===== src/rtl/bcd_down_timer_if.sv =====
// Control/status bundle for the two-digit BCD countdown timer.
// The master drives preset and run control; the slave reports count and status.
interface bcd_down_timer_if;
   logic       load;
   logic [7:0] load_val;
   logic       start;
   logic       pause;
   logic [7:0] count;
   logic       busy;
   logic       done;

   modport master (
      output load, load_val, start, pause,
      input  count, busy, done
   );

   modport slave (
      input  load, load_val, start, pause,
      output count, busy, done
   );
endinterface


===== src/rtl/bcd_down_timer.sv =====
// Two-digit BCD countdown timer (99..00) with preset load, start/pause control
// and a one-cycle terminal pulse; all outputs come straight from registers.
module bcd_down_timer #(
   parameter int unsigned PRESCALE = 1
) (
   input  logic              clk,
   input  logic              reset,
   bcd_down_timer_if.slave   bus
);

   typedef enum logic [1:0] {
      IDLE   = 2'd0,
      RUN    = 2'd1,
      PAUSED = 2'd2,
      DONE   = 2'd3
   } state_t;

   localparam logic [15:0] PRE_LAST = 16'(PRESCALE - 32'd1);

   state_t      state_r;
   state_t      state_next_s;
   logic [7:0]  count_r;
   logic [7:0]  count_next_s;
   logic [7:0]  count_dec_s;
   logic [15:0] pre_r;
   logic [15:0] pre_next_s;
   logic        busy_r;
   logic        busy_next_s;
   logic        done_r;
   logic        done_next_s;

   function automatic logic [7:0] bcd_clamp(input logic [7:0] v);
      logic [3:0] tens;
      logic [3:0] units;
      tens  = (v[7:4] > 4'd9) ? 4'd9 : v[7:4];
      units = (v[3:0] > 4'd9) ? 4'd9 : v[3:0];
      return {tens, units};
   endfunction

   // Units borrow from tens; only ever applied to a nonzero count.
   function automatic logic [7:0] bcd_dec(input logic [7:0] v);
      logic [7:0] r;
      if (v[3:0] != 4'd0) begin
         r = {v[7:4], v[3:0] - 4'd1};
      end else begin
         r = {v[7:4] - 4'd1, 4'd9};
      end
      return r;
   endfunction

   assign count_dec_s = bcd_dec(count_r);

   // Next-state, next-count and prescaler logic with load > pause > start > step priority.
   always_comb begin
      state_next_s = state_r;
      count_next_s = count_r;
      pre_next_s   = pre_r;
      done_next_s  = 1'b0;
      if (bus.load) begin
         count_next_s = bcd_clamp(bus.load_val);
         state_next_s = IDLE;
         pre_next_s   = 16'd0;
      end else begin
         case (state_r)
            IDLE: begin
               if (bus.start) begin
                  pre_next_s = 16'd0;
                  if (count_r != 8'h00) begin
                     state_next_s = RUN;
                  end else begin
                     state_next_s = DONE;
                     done_next_s  = 1'b1;
                  end
               end else begin
                  state_next_s = IDLE;
               end
            end
            RUN: begin
               if (bus.pause) begin
                  state_next_s = PAUSED;
               end else if (pre_r == PRE_LAST) begin
                  pre_next_s   = 16'd0;
                  count_next_s = count_dec_s;
                  if (count_dec_s == 8'h00) begin
                     state_next_s = DONE;
                     done_next_s  = 1'b1;
                  end else begin
                     state_next_s = RUN;
                  end
               end else begin
                  pre_next_s = pre_r + 16'd1;
               end
            end
            PAUSED: begin
               if (bus.start) begin
                  state_next_s = RUN;
               end else begin
                  state_next_s = PAUSED;
               end
            end
            DONE: begin
               count_next_s = 8'h00;
            end
            default: begin
               state_next_s = IDLE;
               count_next_s = 8'h00;
               pre_next_s   = 16'd0;
            end
         endcase
      end
      busy_next_s = (state_next_s == RUN) || (state_next_s == PAUSED);
   end

   // State, count, prescaler and output registers.
   always_ff @(posedge clk) begin
      if (reset) begin
         state_r <= IDLE;
         count_r <= 8'h00;
         pre_r   <= 16'd0;
         busy_r  <= 1'b0;
         done_r  <= 1'b0;
      end else begin
         state_r <= state_next_s;
         count_r <= count_next_s;
         pre_r   <= pre_next_s;
         busy_r  <= busy_next_s;
         done_r  <= done_next_s;
      end
   end

   assign bus.count = count_r;
   assign bus.busy  = busy_r;
   assign bus.done  = done_r;

endmodule

===== src/flat_wrapper.sv =====
// flat-port wrapper written by rule: the top's interface ports become plain ports
module bcd_down_timer_flat 
#(
   parameter int unsigned PRESCALE = 1
)
  (clk, reset, bus_load, bus_load_val, bus_start, bus_pause, bus_count, bus_busy, bus_done);
  bcd_down_timer_if bus_i ();
  input  logic clk;
  input  logic reset;
  input wire logic [$bits(bus_i.load)-1:0] bus_load;
  input wire logic [$bits(bus_i.load_val)-1:0] bus_load_val;
  input wire logic [$bits(bus_i.start)-1:0] bus_start;
  input wire logic [$bits(bus_i.pause)-1:0] bus_pause;
  output wire logic [$bits(bus_i.count)-1:0] bus_count;
  output wire logic [$bits(bus_i.busy)-1:0] bus_busy;
  output wire logic [$bits(bus_i.done)-1:0] bus_done;
  assign bus_i.load = bus_load;
  assign bus_i.load_val = bus_load_val;
  assign bus_i.start = bus_start;
  assign bus_i.pause = bus_pause;
  assign bus_count = bus_i.count;
  assign bus_busy = bus_i.busy;
  assign bus_done = bus_i.done;
  bcd_down_timer #(.PRESCALE(PRESCALE)) u_core (.clk(clk), .reset(reset), .bus(bus_i));
endmodule

===== config.mk =====
export PLATFORM = sky130hd
export DESIGN_NAME = bcd_down_timer_flat
export DESIGN_NICKNAME = d
export VERILOG_FILES = /design/src/rtl/bcd_down_timer_if.sv /design/src/rtl/bcd_down_timer.sv /design/src/flat_wrapper.sv
export SDC_FILE = /design/constraint.sdc
export NUM_CORES = 1
export LEC_CHECK = 0
export CORE_AREA = 2 2 84 86
export CTS_CLUSTER_DIAMETER = 100
export DETAILED_ROUTE_END_ITERATION = 10
export DIE_AREA = 0 0 86 88
export PLACE_DENSITY_LB_ADDON = 0.05
export SKIP_LAST_GASP = 1
export SLEW_MARGIN = 20
export SYNTH_ARGS = -nofsm -noshare
export SYNTH_HDL_FRONTEND = slang
export SYNTH_SLANG_ARGS = --single-unit

===== constraint.sdc =====
create_clock -name clk -period 2 [get_ports clk]
set_input_delay 0.3 -clock clk [delete_from_list [all_inputs] [get_ports clk]]
set_output_delay 0.3 -clock clk [all_outputs]
set_load 0.02 [all_outputs]

* Word-level counts from Yosys, hierarchy flattened *
Cells that the tools add are included.

storage, ports and cells
  input bits = 13
  bits in latches = 0
  bits in writable memories = 0
  logic and storage cells = 55
  memories kept = 0
  output and inout port bits = 10
  bits in registers = 28
  bits in read-only memories = 0

cells by class
  reduce and logical (&&, ||, !) cells = 11
  divide/modulo/power cells = 0
  add/sub/neg operators = 3
  bitwise operators = 0
  multiply operators = 0
  shift operators = 0
  magnitude comparators = 2
  eq/ne operators = 9
  mux-type cells = 25

operators by type and width
  operator                                           count
  two-way mux 16 bit                                 3
  two-way mux 8 bit                                  4
  case mux 16 bit (2 select lines)                   1
  adder 16 x 1 -> 16 bit (second input constant)     1
  zero test 16 bit                                   1
  case mux 8 bit (2 select lines)                    1
  two-way mux 2 bit                                  7
  > comparator 4 bit (second input constant)         2
  zero test 8 bit                                    1
  two-way mux 4 bit                                  2
  nonzero test 8 bit                                 1
  subtractor 4 x 1 -> 4 bit (second input constant)  2
  == test 2 bit (second input constant)              3
  case mux 2 bit (3 select lines)                    1
  AND reduction 3 bit                                2
  two-way mux 1 bit                                  5
  == test 2 x 1 -> 1 bit (second input constant)     2
  != test 2 bit (second input constant)              2
  nonzero test 4 bit                                 1
  != test 3 x 2 -> 1 bit (second input constant)     1
  != test 3 bit (second input constant)              1
  nonzero test 3 bit                                 1
  zero test 2 bit                                    1
  case mux 1 bit (2 select lines)                    1
  3 further kinds                                    3

* Longest topological paths before layout *
Gate-level depths: netlist of the first run.

  depth in word-level cells = 10
  mapped depth = 8
  depth with buffers taken out = 7

* Worst setup path before layout of the first run *
Ideal clock, no wire load.

  path kind = register -> register
  start = reg u_core.pre_r[0]
  end = reg u_core.pre_r[3]
  path slack = 179 ps
  cell stages (with the launch flop) = 8
  data arrival time = 1751 ps
  clock period less this slack = 1821 ps
  buffers on the path = 0
  library setup time = 70 ps
  required time = 1930 ps
  cells stage by stage = dfxtp_1 > inv_1 > ha_1 > nor4b_1 > and4_1 > or3_1 > or3b_1 > a21oi_1

on the way
  word-level cells in the longest chain between the ends = 4
  elaborated cells on any way between the ends = 5
  those cells by class = add/sub: 1; mux: 3; reduce/logical: 1

ends and longest elaborated chain
  item                                                               RTL line                                    text
  start: declaration                                                 bcd_down_timer.sv:25                        logic [15:0] pre_r;
  start signal: assignment                                           bcd_down_timer.sv:125                       pre_r <= pre_next_s;
  adder 16 x 1 -> 16 bit / zero test 16 bit (equally long branches)  bcd_down_timer.sv:91, bcd_down_timer.sv:81
  two-way mux 16 bit (*)                                             bcd_down_timer.sv:81                        end else if (pre_r == PRE_LAST) begin
  two-way mux 16 bit (*)                                             bcd_down_timer.sv:79                        if (bus.pause) begin
  case mux 16 bit (2 select lines) (*)                               bcd_down_timer.sv:64                        case (state_r)

Mark *: on every way between the ends. The rest lies on a longest branch, timed or not. The select of a mux whose other input is x is not followed.
A chain may end at the register's enable or synchronous reset.

* Worst setup path after layout of the first run *
Ends and elaborated chain as after synthesis.

==> results by group, run 1 <==
Outcome
  • Outcome: finished, final reports clean

Floorplanning
  • # IOs: 23
  • Die area: about 7600 sq um
  • Floorplan core area: 6640 sq um
  • Starting density of the core: about 24%
  • Die outline height: just under 90 um
  • Die boundary width: 86 um
  • Row count: 30

Drt
  • First-iteration detailed-routing DRC count: 40
  • Remaining antenna violation count: 0
  • Total wire length after detailed routing: 4.74 mm
  • Vias: approximately 1600
  • WL/cell: about 14 um
  • Final routed DRC violation total: 0
  • Average via count per standard cell: 4.73
  • Detailed-router iteration count before antenna repair: 4

STA
  • Final number of max-transition violations: 0
  • Shortest clock period the worst path allows after layout: 1900 ps
  • Highest Clock Rate: 0.525 GHz
  • RSZ-0062 raised after global routing: yes
  • Worst path setup slack after routing: around 95 ps
  • Slew @ Worst Pin: 518 ps
  • Final setup viols: 0
  • Final hold violation count: 0
  • Worst-case clock skew: roughly 3.5 ps
  • Max_slew headroom: 65.1%
  • Worst Hold Margin: 540 ps
  • Post-route fraction of the period consumed by the critical path: 95.2%

Finish
  • Proportion of layout cells with a drive suffix above 1: a little over a fifth
  • Final layout net count: approximately 280
  • Diodes inserted: 0
  • Core occupancy in the finished layout: 34.5%
  • Area overhead of the layout relative to synthesis: 41.6%
  • Most common library cell in the layout ignoring fill and taps: buf_4
  • Commonest cells after routing, fill and taps aside: buf_4, nor2_1, dfxtp_1

CTS
  • Clock buffers created by TritonCTS: 3
  • TritonCTS clock tree: built
  • Clock tree sinks: 28
  • Library cell used as clock root buffer: clkbuf_8
  • Number of hold-repair buffers added at the cts stage: 0
  • Clock edge transition at the registers on the reported setup and hold paths: between 100 and 150 ps
  • CTS HTree Levels: 1
  • Post-CTS setup buffer count: 0
  • CTS max path bufs: 2
  • Clk Latency, worst-skew pair: around 280 ps

Synth
  • Sequential element share of the synthesized area: 34.6%
  • Mean post-synth cell area: 7.90 sq um
  • Count of distinct cell types in the synthesized netlist: between 40 and 50
  • Synthesis warning total: 0
  • Summed instance area of the synthesized netlist: approximately 1600 sq um
  • Synthesized Nets: 222
  • Post-synthesis sequential element count: 28
  • Cells after Synth: 205

Pwr
  • Areal power density over the cells: 586 nW/um^2
  • Clock network power share: 35.3%
  • Gate power share: 20.1%
  • Internal Dissipation: around 0.98 mW
  • Leakage: about 0.84 nW
  • P_sw: 0.361 mW
  • Switching Share: 26.9%
  • Sequential share of power: 44.6%
  • Worst IR Drop VDD: 0.251 mV

Worst setup path
  • Type of the setup path with the least slack: reg -> reg
  • Critical path depth: 7
  • Biggest fanout along the worst timing path: 3
  • R2R depth: 7
  • Worst setup path start: u_core.pre_r[0]
  • Worst path buffer plus inverter count: 1
  • Kind of launch point of the worst setup path: flip-flop
  • Worst flop-to-flop path startpoint: u_core.pre_r[0]
  • Cell type group with the largest total delay on the critical path: simple AND/OR/NAND/NOR gates
  • Biggest cell delay along the critical path: 400 ps
  • Data required time of the worst path: 2230 ps
  • Cell with the biggest individual delay on the critical path: or3_4
  • Critical-path cell list: inv_1 -> ha_1 -> nor4b_2 -> and4_1 -> or3_4 -> or3b_1 -> a21oi_2
  • CP arrival: ~2100 ps
  • Type of element capturing the critical path: flip-flop

Placement
  • Worst slack, placed: -53.3 ps
  • Final weighted congestion in routability-driven placement: 0.771
  • Detail Placement HPWL: between 3 and 4 mm
  • Count of buffers from port buffering: 22

Global routing
  • Initial antenna violation count: 0
  • Number of global-route vias before repair: 1608
  • Largest net degree at the start of global routing: 17
  • Global-route congestion overflow total: 0
  • First-pass GRT wire length: 7.97 mm
  • Overall Global Routing Usage: 13.5%

Worst hold path
  • Cell depth of the worst hold path: 2
  • Startpoint of the tightest hold check path: u_core.pre_r[9]
  • Type of the worst min-delay path: reg -> reg

Flow run
  • Max_cap viols: 0
cell usage after synthesis:
cell	number	share of area, %
a211oi_1	7	3.2
a21o_1	2	0.93
a21oi_1	15	4.6
a2bb2oi_1	1	0.54
and2_1	1	0.39
and2b_2	1	0.54
and3_1	2	0.77
and3_2	1	0.46
and4_1	2	1.1
and4b_1	1	0.62
buf_2	2	0.62
buf_4	1	0.46
buf_6	1	0.70
clkbuf_1	4	0.93
dfxtp_1	28	35
ha_1	4	3.1
inv_1	7	1.6
mux2_2	1	0.70
mux2i_1	1	0.62
nand2_1	13	3.0
nand2b_1	4	1.5
nand3_1	6	1.9
nand4_1	5	1.9
nand4b_1	1	0.54
nor2_1	28	6.5
nor2b_1	5	1.9
nor2b_4	1	0.85
nor3_1	10	3.1
nor4_1	6	2.3
nor4b_1	1	0.54
o2111a_1	1	0.70
o211ai_1	2	0.93
o21a_1	3	1.4
o21ai_0	15	4.6
o21ai_1	1	0.31
o21ba_2	1	0.62
o21bai_4	1	1.2
or2_1	1	0.39
or2_2	1	0.39
or3_1	2	0.77
or3b_1	1	0.54
or4_1	2	0.93
or4b_1	1	0.62
xnor2_1	7	3.8
xor2_1	4	2.2
metrics by stage:
stage          power, mW  area, sq um  std cells  setup TNS, ps
6_report            1.34         2290        344              0
5_1_grt             1.42         2290        344          -1.40
4_1_cts             1.37         2280        344              0
3_5_place_dp       0.882         2200        340           -126
3_3_place_gp       0.887         2200        340          -31.7
2_1_floorplan      0.743         1620        205              0
layer usage:
metal	wire, um	track usage, %
met5	0	0
met4	15	2.60
met1	2330	17.8
met2	2290	22.9
met3	102	2.54
final cells by class:
cell class	instances	area, sq um
Fill cell	723	4350
Inverter	7	26.3
Timing Repair Buffer	63	528
Clock inverter	1	30.0
Multi-Input combinational cell	162	1000
Sequential cell	28	562
Clock buffer	3	41.3
Tap cell	80	100
timing repair:
action / in CTS / in global routing
resized for setup: 1 / 5
setup endpoints to repair: 3 / 4
pin swaps: 0 / 2
sequential cells by signal, summed over array words and instances, names as in the netlist:
| signal | count |
|---|---|
| u_core.bus.done | 1 |
| u_core.state_r | 2 |
| u_core.pre_r | 16 |
| u_core.bus.count | 8 |
| u_core.bus.busy | 1 |
cell families (layout without fill, tap and decap cells):
| logic type | Yosys count | in the layout | share of synthesized area, % |
|---|---|---|---|
| buffers and inverters | 15 | 74 | 4.33 |
| AO/OA/AOI/OAI | 49 | 49 | 19.1 |
| XOR/XNOR | 11 | 11 | 5.95 |
| AND/OR/NAND/NOR | 96 | 96 | 31.6 |
| flip-flops | 28 | 28 | 34.6 |
| multiplexers | 2 | 2 | 1.31 |
| adder cells (fa/ha/maj) | 4 | 4 | 3.09 |
worst paths after layout:
kind / to / slack, ps
setup / recovery: u_core.pre_r[3] / 100
hold / removal: u_core.pre_r[9] / 540
setup reg to reg: u_core.pre_r[3] / 100
hold reg to reg: u_core.pre_r[9] / 540
worst register-to-register path, delay by kind of cell, from the launching register on:
| family | cells | cell delay (ps) |
|---|---|---|
| flip-flops | 1 | 340 |
| adder cells (fa/ha/maj) | 1 | 200 |
| buffers and inverters | 1 | 50 |
| AO/OA/AOI/OAI | 1 | 130 |
| AND/OR/NAND/NOR | 4 | 1140 |
power by group through the flow:
stage                     registers, mW  clock network (mW)  logic, mW
after floorplan                   0.623                   0      0.120
after global placement            0.614                   0      0.273
after detailed placement          0.612                   0      0.270
after CTS                         0.600               0.494      0.271
after global routing              0.603               0.517      0.296
final                             0.599               0.474      0.270
No activity file was read; power rests on OpenSTA's default activity.
==> run 2, diff against run 1 <==
GPL_TIMING_DRIVEN = 1   (was unset)
==> results of run 2 <==
Final layout, timing and power as in run 1 (identical DEF).
